## config.mk

```make
export PLATFORM = sky130hd
export DESIGN_NAME = rtime_ctrl
export DESIGN_NICKNAME = d
export VERILOG_FILES = /design/src/rtl/rtime_pkg.sv /design/src/rtl/rtime_ctrl_bcd_counter4.sv /design/src/rtl/rtime_ctrl.sv
export SDC_FILE = /design/constraint.sdc
export NUM_CORES = 1
export LEC_CHECK = 0
export CORE_MARGIN = 2
export CORE_UTILIZATION = 40
export DETAILED_ROUTE_END_ITERATION = 12
export PLACE_DENSITY = 0.66
export SETUP_SLACK_MARGIN = 0.4
export SYNTH_ARGS = -nofsm -noshare
export SYNTH_HDL_FRONTEND = slang
export SYNTH_SLANG_ARGS = --single-unit
export TNS_END_PERCENT = 50
```

## constraint.sdc

```tcl
create_clock -name clk -period 7.3 [get_ports clk]
set_clock_uncertainty 0.2 [all_clocks]
set_input_delay 1.46 -clock clk [delete_from_list [all_inputs] [get_ports clk]]
set_output_delay 1.46 -clock clk [all_outputs]
set_load 0.01 [all_outputs]
```

## src/rtl/rtime_pkg.sv

```systemverilog
// rtime_pkg: shared types and helpers for the reaction-time round controller.
//   rtime_state_t : round controller states
//   bcd_digit_t   : one BCD digit
//   bcd4_t        : four packed BCD digits, [3] = thousands ... [0] = units
//   BCD_MAX       : largest four-digit BCD value
//   to_bcd4       : converts a binary constant into bcd4_t (used for parameters)
//   bcd4_inc      : decimal increment of a bcd4_t value, wrapping 9999 -> 0000
package rtime_pkg;

  typedef enum logic [2:0] {
    IDLE,
    WAIT,
    TIMING,
    SHOW,
    EARLY,
    TIMEOUT
  } rtime_state_t;

  typedef logic [3:0] bcd_digit_t;
  typedef bcd_digit_t [3:0] bcd4_t;

  localparam bcd4_t BCD_MAX = 16'h9999;

  function automatic bcd4_t to_bcd4(input int unsigned value);
    bcd4_t       r;
    int unsigned v;
    v = value;
    for (int i = 0; i < 4; i++) begin
      r[i] = bcd_digit_t'(v % 10);
      v    = v / 10;
    end
    return r;
  endfunction

  // Ripple a carry up from the units digit; a digit at 9 rolls to 0 and
  // passes the carry on.
  function automatic bcd4_t bcd4_inc(input bcd4_t v);
    bcd4_t r;
    logic  carry;
    r     = v;
    carry = 1'b1;
    for (int i = 0; i < 4; i++) begin
      if (carry) begin
        if (r[i] == 4'd9) begin
          r[i] = 4'd0;
        end else begin
          r[i]  = r[i] + 4'd1;
          carry = 1'b0;
        end
      end
    end
    return r;
  endfunction

endpackage

```

## src/rtl/rtime_ctrl_bcd_counter4.sv

```systemverilog
// bcd_counter4: four-digit BCD up-counter that saturates at MAX_VAL.
//   clk    : system clock
//   rst    : synchronous active-high reset, clears q
//   clr    : synchronous clear, clears q
//   inc    : count up by one; ignored while at_max
//   q      : current count, four BCD digits
//   at_max : q equals MAX_VAL
module bcd_counter4
  import rtime_pkg::*;
#(
  parameter bcd4_t MAX_VAL = BCD_MAX
) (
  input  logic        clk,
  input  logic        rst,
  input  logic        clr,
  input  logic        inc,
  output logic [15:0] q,
  output logic        at_max
);

  bcd4_t count;

  assign q      = count;
  assign at_max = (count == MAX_VAL);

  // Clear wins over increment; increments stop once the ceiling is reached
  // so the count can never wrap.
  always_ff @(posedge clk) begin
    if (rst || clr) begin
      count <= '0;
    end else if (inc && !at_max) begin
      count <= bcd4_inc(count);
    end
  end

endmodule

```

## src/rtl/rtime_ctrl.sv

```systemverilog
// rtime_ctrl: round controller and reaction-time measurer.
// A start press requests a random wait from rcounter (start_rwait), the end
// of that wait lights the cue LED and milliseconds are counted in BCD until
// the stop press. Early presses and timeouts are flagged.
//   clk, rst     : clock, synchronous active-high reset
//   start, stop  : single-cycle debounced button pulses
//   r_waitdone   : end of random wait from rcounter
//   start_rwait  : high for the whole WAIT state
//   led          : reaction cue, high in TIMING
//   time_bcd     : elapsed ms, four BCD digits
//   result_valid : high in SHOW, EARLY, TIMEOUT
//   early        : high in EARLY
//   timeout      : high in TIMEOUT
//   best_bcd     : best SHOW time since reset (only with RTIME_BEST_EN defined)
// Optional feature macro: RTIME_BEST_EN.
module rtime_ctrl
  import rtime_pkg::*;
#(
  parameter int CLKS_PER_MS = 100000,
  parameter int MAX_MS      = 9999
) (
  input  logic        clk,
  input  logic        rst,
  input  logic        start,
  input  logic        stop,
  input  logic        r_waitdone,
  output logic        start_rwait,
  output logic        led,
  output logic [15:0] time_bcd,
  output logic        result_valid,
  output logic        early,
  output logic        timeout
`ifdef RTIME_BEST_EN
  ,
  output logic [15:0] best_bcd
`endif
);

  localparam int    PW      = (CLKS_PER_MS > 1) ? $clog2(CLKS_PER_MS) : 1;
  localparam bcd4_t MAX_BCD = to_bcd4(MAX_MS);

  rtime_state_t  state;
  rtime_state_t  next_state;
  logic [PW-1:0] prescaler;
  logic          tick;
  logic          cnt_clr;
  logic          cnt_inc;
  logic          at_max;

  assign tick = (state == TIMING) && (prescaler == PW'(CLKS_PER_MS - 1));

  // The prescaler only runs in TIMING and sits at zero everywhere else, so
  // every entry into TIMING starts a fresh millisecond.
  always_ff @(posedge clk) begin
    if (rst) begin
      prescaler <= '0;
    end else if (state != TIMING || tick) begin
      prescaler <= '0;
    end else begin
      prescaler <= prescaler + PW'(1);
    end
  end

  always_ff @(posedge clk) begin
    if (rst) begin
      state <= IDLE;
    end else begin
      state <= next_state;
    end
  end

  // Next state, counter control and state-decoded outputs. Outputs depend
  // only on the registered state; inputs only steer next_state and the counter.
  always_comb begin
    next_state   = state;
    cnt_clr      = 1'b0;
    cnt_inc      = 1'b0;
    start_rwait  = 1'b0;
    led          = 1'b0;
    result_valid = 1'b0;
    early        = 1'b0;
    timeout      = 1'b0;
    case (state)
      IDLE: begin
        if (start) begin
          next_state = WAIT;
          cnt_clr    = 1'b1;
        end
      end
      WAIT: begin
        start_rwait = 1'b1;
        if (stop) begin
          next_state = EARLY;
          cnt_clr    = 1'b1;
        end else if (r_waitdone) begin
          next_state = TIMING;
        end
      end
      TIMING: begin
        led = 1'b1;
        // A stop in the same cycle as a tick discards the tick.
        if (stop) begin
          next_state = SHOW;
        end else if (tick) begin
          if (at_max) begin
            next_state = TIMEOUT;
          end else begin
            cnt_inc = 1'b1;
          end
        end
      end
      SHOW, EARLY, TIMEOUT: begin
        result_valid = 1'b1;
        early        = (state == EARLY);
        timeout      = (state == TIMEOUT);
        if (start) begin
          next_state = WAIT;
          cnt_clr    = 1'b1;
        end
      end
      default: begin
        next_state = IDLE;
      end
    endcase
  end

  bcd_counter4 #(
    .MAX_VAL(MAX_BCD)
  ) u_time (
    .clk   (clk),
    .rst   (rst),
    .clr   (cnt_clr),
    .inc   (cnt_inc),
    .q     (time_bcd),
    .at_max(at_max)
  );

`ifdef RTIME_BEST_EN
  // time_bcd is frozen throughout SHOW, so comparing every SHOW cycle gives
  // the same result as comparing once on entry. Packed BCD orders the same
  // way as the decimal value it encodes.
  always_ff @(posedge clk) begin
    if (rst) begin
      best_bcd <= BCD_MAX;
    end else if (state == SHOW && time_bcd < best_bcd) begin
      best_bcd <= time_bcd;
    end
  end
`endif

endmodule

```

==> flow_summary.json, run 1 <==
{
  "antenna_found_initial": 0,
  "maxSlewHeadroom": 0.558,
  "core-area_um2": 4440,
  "ys_seq_elements": 36,
  "die_w_um": 72.5,
  "grt_pass1_wl_um": 6560,
  "ys_top_cells_by_area": "dfxtp_1, xor2_1, nor2_1, a21oi_1, or3_1",
  "ir_drop_mv": 0.129,
  "start_kind": "flop",
  "crit_chain": "or3b_1 > inv_1 > clkdlybuf4s50_1",
  "clockBufferDepth": 2,
  "area.sequential_um2": 721,
  "maxSlewViolCount": 0,
  "yosysTopAreaCellShare": 0.383,
  "avgRoutedWirePerCell_um": 12.7,
  "io_buffer_count": 25,
  "ys_seq_area_frac": 0.383,
  "layout-drive-gt1-share": 0.0442,
  "synth_common_cells": "dfxtp_1, nor2_1, nand2_1, a21oi_1, xor2_1",
  "synth_edf_count": 0,
  "cts_tree": "yes",
  "clockRootBuffer": "clkbuf_8",
  "fin_cells": 301,
  "synth.avg_cell_area_um2": 8.35,
  "arrival_ns": 1.90,
  "critPathRequiredTime_ns": 5.64,
  "grt_max_degree": 18,
  "critPathKind": "reg2out",
  "fmax_mhz": 281,
  "grt_pass1_vias": 1452,
  "ys.flop_type": "dfxtp_1",
  "post-route-period-util": 0.487,
  "dr.pass1.iters": 4,
  "max_stage_delay_ns": 0.55,
  "multiInputGateArea_um2": 1090,
  "hold_violations": 0,
  "htreeDepth": 2,
  "use_met1": 0.210,
  "whs_ns": 0.270,
  "ant_nets": 0,
  "cts_resized": 0,
  "setup_viol": 0,
  "syn-num-nets": 231,
  "maxCapViolations": 0,
  "path_max_fanout": 13,
  "start_util": 0.423,
  "postCtsHoldBufs": 0,
  "cts_made_buffers": 5,
  "p_total_uw": 527,
  "syn2layout_area_growth_pct": 21.2,
  "worstSkewPairLatency_ns": 0.28,
  "cts_setup_buffers": 0,
  "placed_cells": 293,
  "finalWeightedCongestion": 0.804,
  "final_nets": 254,
  "wl_um": 3810,
  "finalCriticalPeriod_ns": 3.56,
  "drt-initial-drc-count": 72,
  "drc": 0,
  "dp.final_hpwl_um": 2700,
  "track_usage": 0.156,
  "synth-async-reset-ratio": 0,
  "hold_path.class": "reg2reg",
  "grt_use_met2": 0.233,
  "tns_ns": 0,
  "rsz0062_at_grt": "false",
  "synth_cells": 225,
  "rows": 24,
  "path_clk_slew_ns": 0.07,
  "use_met3": 0.0514,
  "grt_overflow": 0,
  "n_antenna_cell": 0,
  "post_drt_via_cell_ratio": 5.42,
  "worst-slew-pin-transition_ns": 0.661,
  "yosys.area.top_type": "dfxtp_1",
  "end_kind": "primary output",
  "critPathSlowestCell": "dfxtp_1",
  "pin_count": 26,
  "die-area_um2": 5260,
  "clock_sinks": 36,
  "powerDensity_nw_per_um2": 231,
  "vias": 1630,
  "grt.busiest_layer": "met2",
  "yosys.cell_types.count": 42,
  "dieHeight_um": 72.5,
  "status": "complete, no violations",
  "nFillCells": 417,
  "yosysWarnings": 0,
  "yosysMostFrequentCell": "dfxtp_1",
  "p_leak_uw": 0.000720,
  "synth_area_um2": 1880
}
## metal layers
metal,vias up,part of all wire
met4,0,0.013
met5,-,0
met2,28,0.44
met3,6,0.037
met1,749,0.51
li1,847,-
## path summary, 6_finish.rpt
path                               end  cells past startpoint                    start  slack (ns)
max                                led                      3    state[1]$_SDFFE_PP0P_        3.74
min            prescaler[0]$_SDFF_PP0_                      1  prescaler[0]$_SDFF_PP0_        0.27
max reg2reg  u_time.q[15]$_SDFFE_PP0P_                      6    state[1]$_SDFFE_PP0P_        4.59
min reg2reg    prescaler[0]$_SDFF_PP0_                      1  prescaler[0]$_SDFF_PP0_        0.27
## final cells by class
| cell class | count | area share |
|---|---|---|
| Timing Repair Buffer | 25 | 0.110 |
| Tap cell | 52 | 0.0286 |
| Inverter | 8 | 0.0132 |
| Clock buffer | 7 | 0.0423 |
| Clock inverter | 1 | 0.0132 |
| Sequential cell | 36 | 0.316 |
| Multi-Input combinational cell | 172 | 0.477 |
## through the flow
step / utilization / setup WS [ns] / cell area [µm²]
after floorplan: - / 4.37 / 1880
final: 0.513 / 3.74 / 2280
after global placement: 0.484 / 3.59 / 2150
after CTS: 0.513 / 3.74 / 2280
after global routing: 0.513 / 3.52 / 2280
after detailed placement: 0.484 / 3.54 / 2150
## layout by cell type, fill, tap and decap left out, drive strengths merged, types with 6 or more instances in the layout
cell type | synthesis | routed
dfxtp | 36 | 36
clkdlybuf4s50 | 0 | 25
nor2 | 22 | 22
nand2 | 16 | 16
a21oi | 13 | 13
xor2 | 12 | 12
or3 | 10 | 10
o21ai | 10 | 10
nand3 | 10 | 10
inv | 8 | 8
clkbuf | 7 | 7
nand2b | 6 | 6
## critical path, delay by kind of cell (launching register included)
kind	cells	cell delay, ns
DFF	1	0.55
and+or+nand+nor	1	0.43
buffers and inverters	2	0.63
## state kept, by name, indices dropped and copies added, names as in the netlist
name / cells
state: 3
prescaler: 17
u_time.q: 16
## where the power goes
| part | internal (µW) | switching (µW) |
|---|---|---|
| combinational | 54.2 | 57.9 |
| clock | 121 | 70.5 |
| sequential | 205 | 18.4 |
| total | 380 | 147 |
## cells by family (layout without fill, tap and decap cells)
group,after synthesis,in the layout,share of synthesized area
adders and majority gates,1,1,0.00666
muxes,4,4,0.0220
AOI/OAI and AO/OA,38,38,0.123
xor gates and xnor gates,17,17,0.0792
and+or+nand+nor,112,112,0.348
DFF,36,36,0.383
buffers and inverters,17,41,0.0386
Note: power is estimated with default switching activity, not from simulation.
==> inputs of run 2 (changes only) <==
==> constraint.sdc (replaced) <==
create_clock -name clk -period 3.6 [get_ports clk]
set_clock_uncertainty 0.2 [all_clocks]
set_input_delay 0.72 -clock clk [delete_from_list [all_inputs] [get_ports clk]]
set_output_delay 0.72 -clock clk [all_outputs]
set_load 0.01 [all_outputs]
==> run 2 against run 1 <==
Clock power increased by 82%. Core utilization decreased by 0.42 points. Die area unchanged. Combinational power increased by 100%. Sequential share of layout area increased by 0.26 points. Largest power group unchanged. Sequential power increased by 100%. Total power increased by 95%. Via count decreased by 2.5%. Global-route usage increased by 0.37 points. Critical path type unchanged. Final area decreased by 0.82%. Final cell count unchanged.
==> flow_summary.json, run 2 (synthesis gave the netlist of run 1 again) <==
{
  "pin_count": 26,
  "drc": 0,
  "dieHeight_um": 72.5,
  "critPathKind": "reg2out",
  "worstRegToRegCells": 6,
  "cts_tree": "yes",
  "io_buffer_count": 25,
  "grt_pass1_wl_um": 6640,
  "wl_um": 3800,
  "timing.reg2reg.setup_slack_ns": 0.89,
  "ant_nets": 0,
  "syn2layout_area_growth_pct": 20.2,
  "worstSetupStartpoint": "state[1]$_SDFFE_PP0P_",
  "rsz0062_at_grt": "false",
  "hold_path.class": "reg2reg",
  "ir_drop_mv": 0.258,
  "path_max_fanout": 13,
  "final_nets": 254,
  "worst-slew-pin-transition_ns": 0.661,
  "maxSlewViolCount": 0,
  "rows": 24,
  "vias": 1589,
  "setup_viol": 0,
  "start_util": 0.423,
  "min_path_cells": 1,
  "final_common_cell": "dfxtp_1",
  "min_from": "prescaler[0]$_SDFF_PP0_",
  "grt_max_degree": 18,
  "arrival_ns": 1.89,
  "core-area_um2": 4440,
  "clock_sinks": 36,
  "hold-path-endpoint": "prescaler[0]$_SDFF_PP0_",
  "powerDensity_nw_per_um2": 454,
  "dp.final_hpwl_um": 2720,
  "avgRoutedWirePerCell_um": 12.6,
  "maxSlewHeadroom": 0.557,
  "finalWeightedCongestion": 0.804,
  "htreeDepth": 2,
  "cts_resized": 0,
  "whs_ns": 0.269,
  "clockBufferDepth": 2,
  "die-area_um2": 5260,
  "largest_reg_flops": 17,
  "dr.pass1.iters": 4,
  "status": "complete, no violations",
  "tns_ns": 0,
  "maxCapViolations": 0,
  "postCtsHoldBufs": 0,
  "cts_setup_buffers": 0,
  "drt-initial-drc-count": 120,
  "post-route-period-util": 0.781,
  "p_leak_uw": 0.000710,
  "post_drt_via_cell_ratio": 5.28,
  "clockRootBuffer": "clkbuf_8",
  "hold_violations": 0,
  "grt_pass1_vias": 1441,
  "path_clk_slew_ns": 0.07,
  "r2r-end": "u_time.q[15]$_SDFFE_PP0P_",
  "start_kind": "flop",
  "end_kind": "primary output",
  "r2r_start": "state[1]$_SDFFE_PP0P_",
  "regMostFlops": "prescaler",
  "cts_made_buffers": 5,
  "fmax_mhz": 355,
  "n_antenna_cell": 0,
  "finalCriticalPeriod_ns": 2.81,
  "die_w_um": 72.5,
  "grt_overflow": 0,
  "final_cell_mix": "dfxtp_1, clkdlybuf4s50_1, nor2_1",
  "antenna_found_initial": 0,
  "critPathRequiredTime_ns": 2.68,
  "track_usage": 0.160,
  "worstSkewPairLatency_ns": 0.29,
  "layout-drive-gt1-share": 0.0402
}
## run 2: changes by cell type in the layout (fill, tap and decap cells not counted)
| cell | change |
|---|---|
| clkinv_2 | +1 |
| clkbuf_8 | -2 |
| clkbuf_1 | +1 |
## run 2: cell type report
type,count,area [µm²]
inverter,8,30.0
fill,430,2180
timing repair buffer,25,250
sequential,36,721
clock inverter,2,35.0
multi-input combinational,172,1090
tap,52,65.1
clock buffer,6,72.6
## run 2: worst max-delay path, stage by stage (launching register included)
cell	delay [ns]
dfxtp_1	0.56
or3b_1	0.42
inv_1	0.09
clkdlybuf4s50_1	0.53
## run 2: through the flow
step	util	setup slack (ns)	power, µW	cells	cell area (µm²)
floorplan	-	1.21	609	225	1880
global placement	0.484	0.629	689	293	2150
detailed placement	0.484	0.553	688	293	2150
CTS	0.508	0.786	1040	301	2260
global route	0.508	0.558	1090	301	2260
finish	0.508	0.787	1030	301	2260
## run 2: layer usage
layer / track usage / wire length [µm] / vias up
met3: 0.0542 / 111 / 9
met2: 0.232 / 1660 / 21
li1: - / - / 849
met5: 0 / 0 / -
met4: 0.0535 / 72 / 0
met1: 0.220 / 1960 / 710
## run 2: report_power, final
part           switching (µW)  internal (µW)  leakage, µW
Clock                     142            205    0.0000552
Sequential               37.5            416     0.000291
Combinational             115            110     0.000364
## run 2: how the worst max path moves through the flow
stage                                end  slack [ns]  depth (start not counted)
4_1_cts                              led        0.79                          3
2_1_floorplan  u_time.q[12]$_SDFFE_PP0P_        1.21                          7
3_3_place_gp    u_time.q[7]$_SDFFE_PP0P_        0.63                          5
5_1_grt         u_time.q[7]$_SDFFE_PP0P_        0.56                          5
3_5_place_dp    u_time.q[7]$_SDFFE_PP0P_        0.55                          5
6_report                             led        0.79                          3
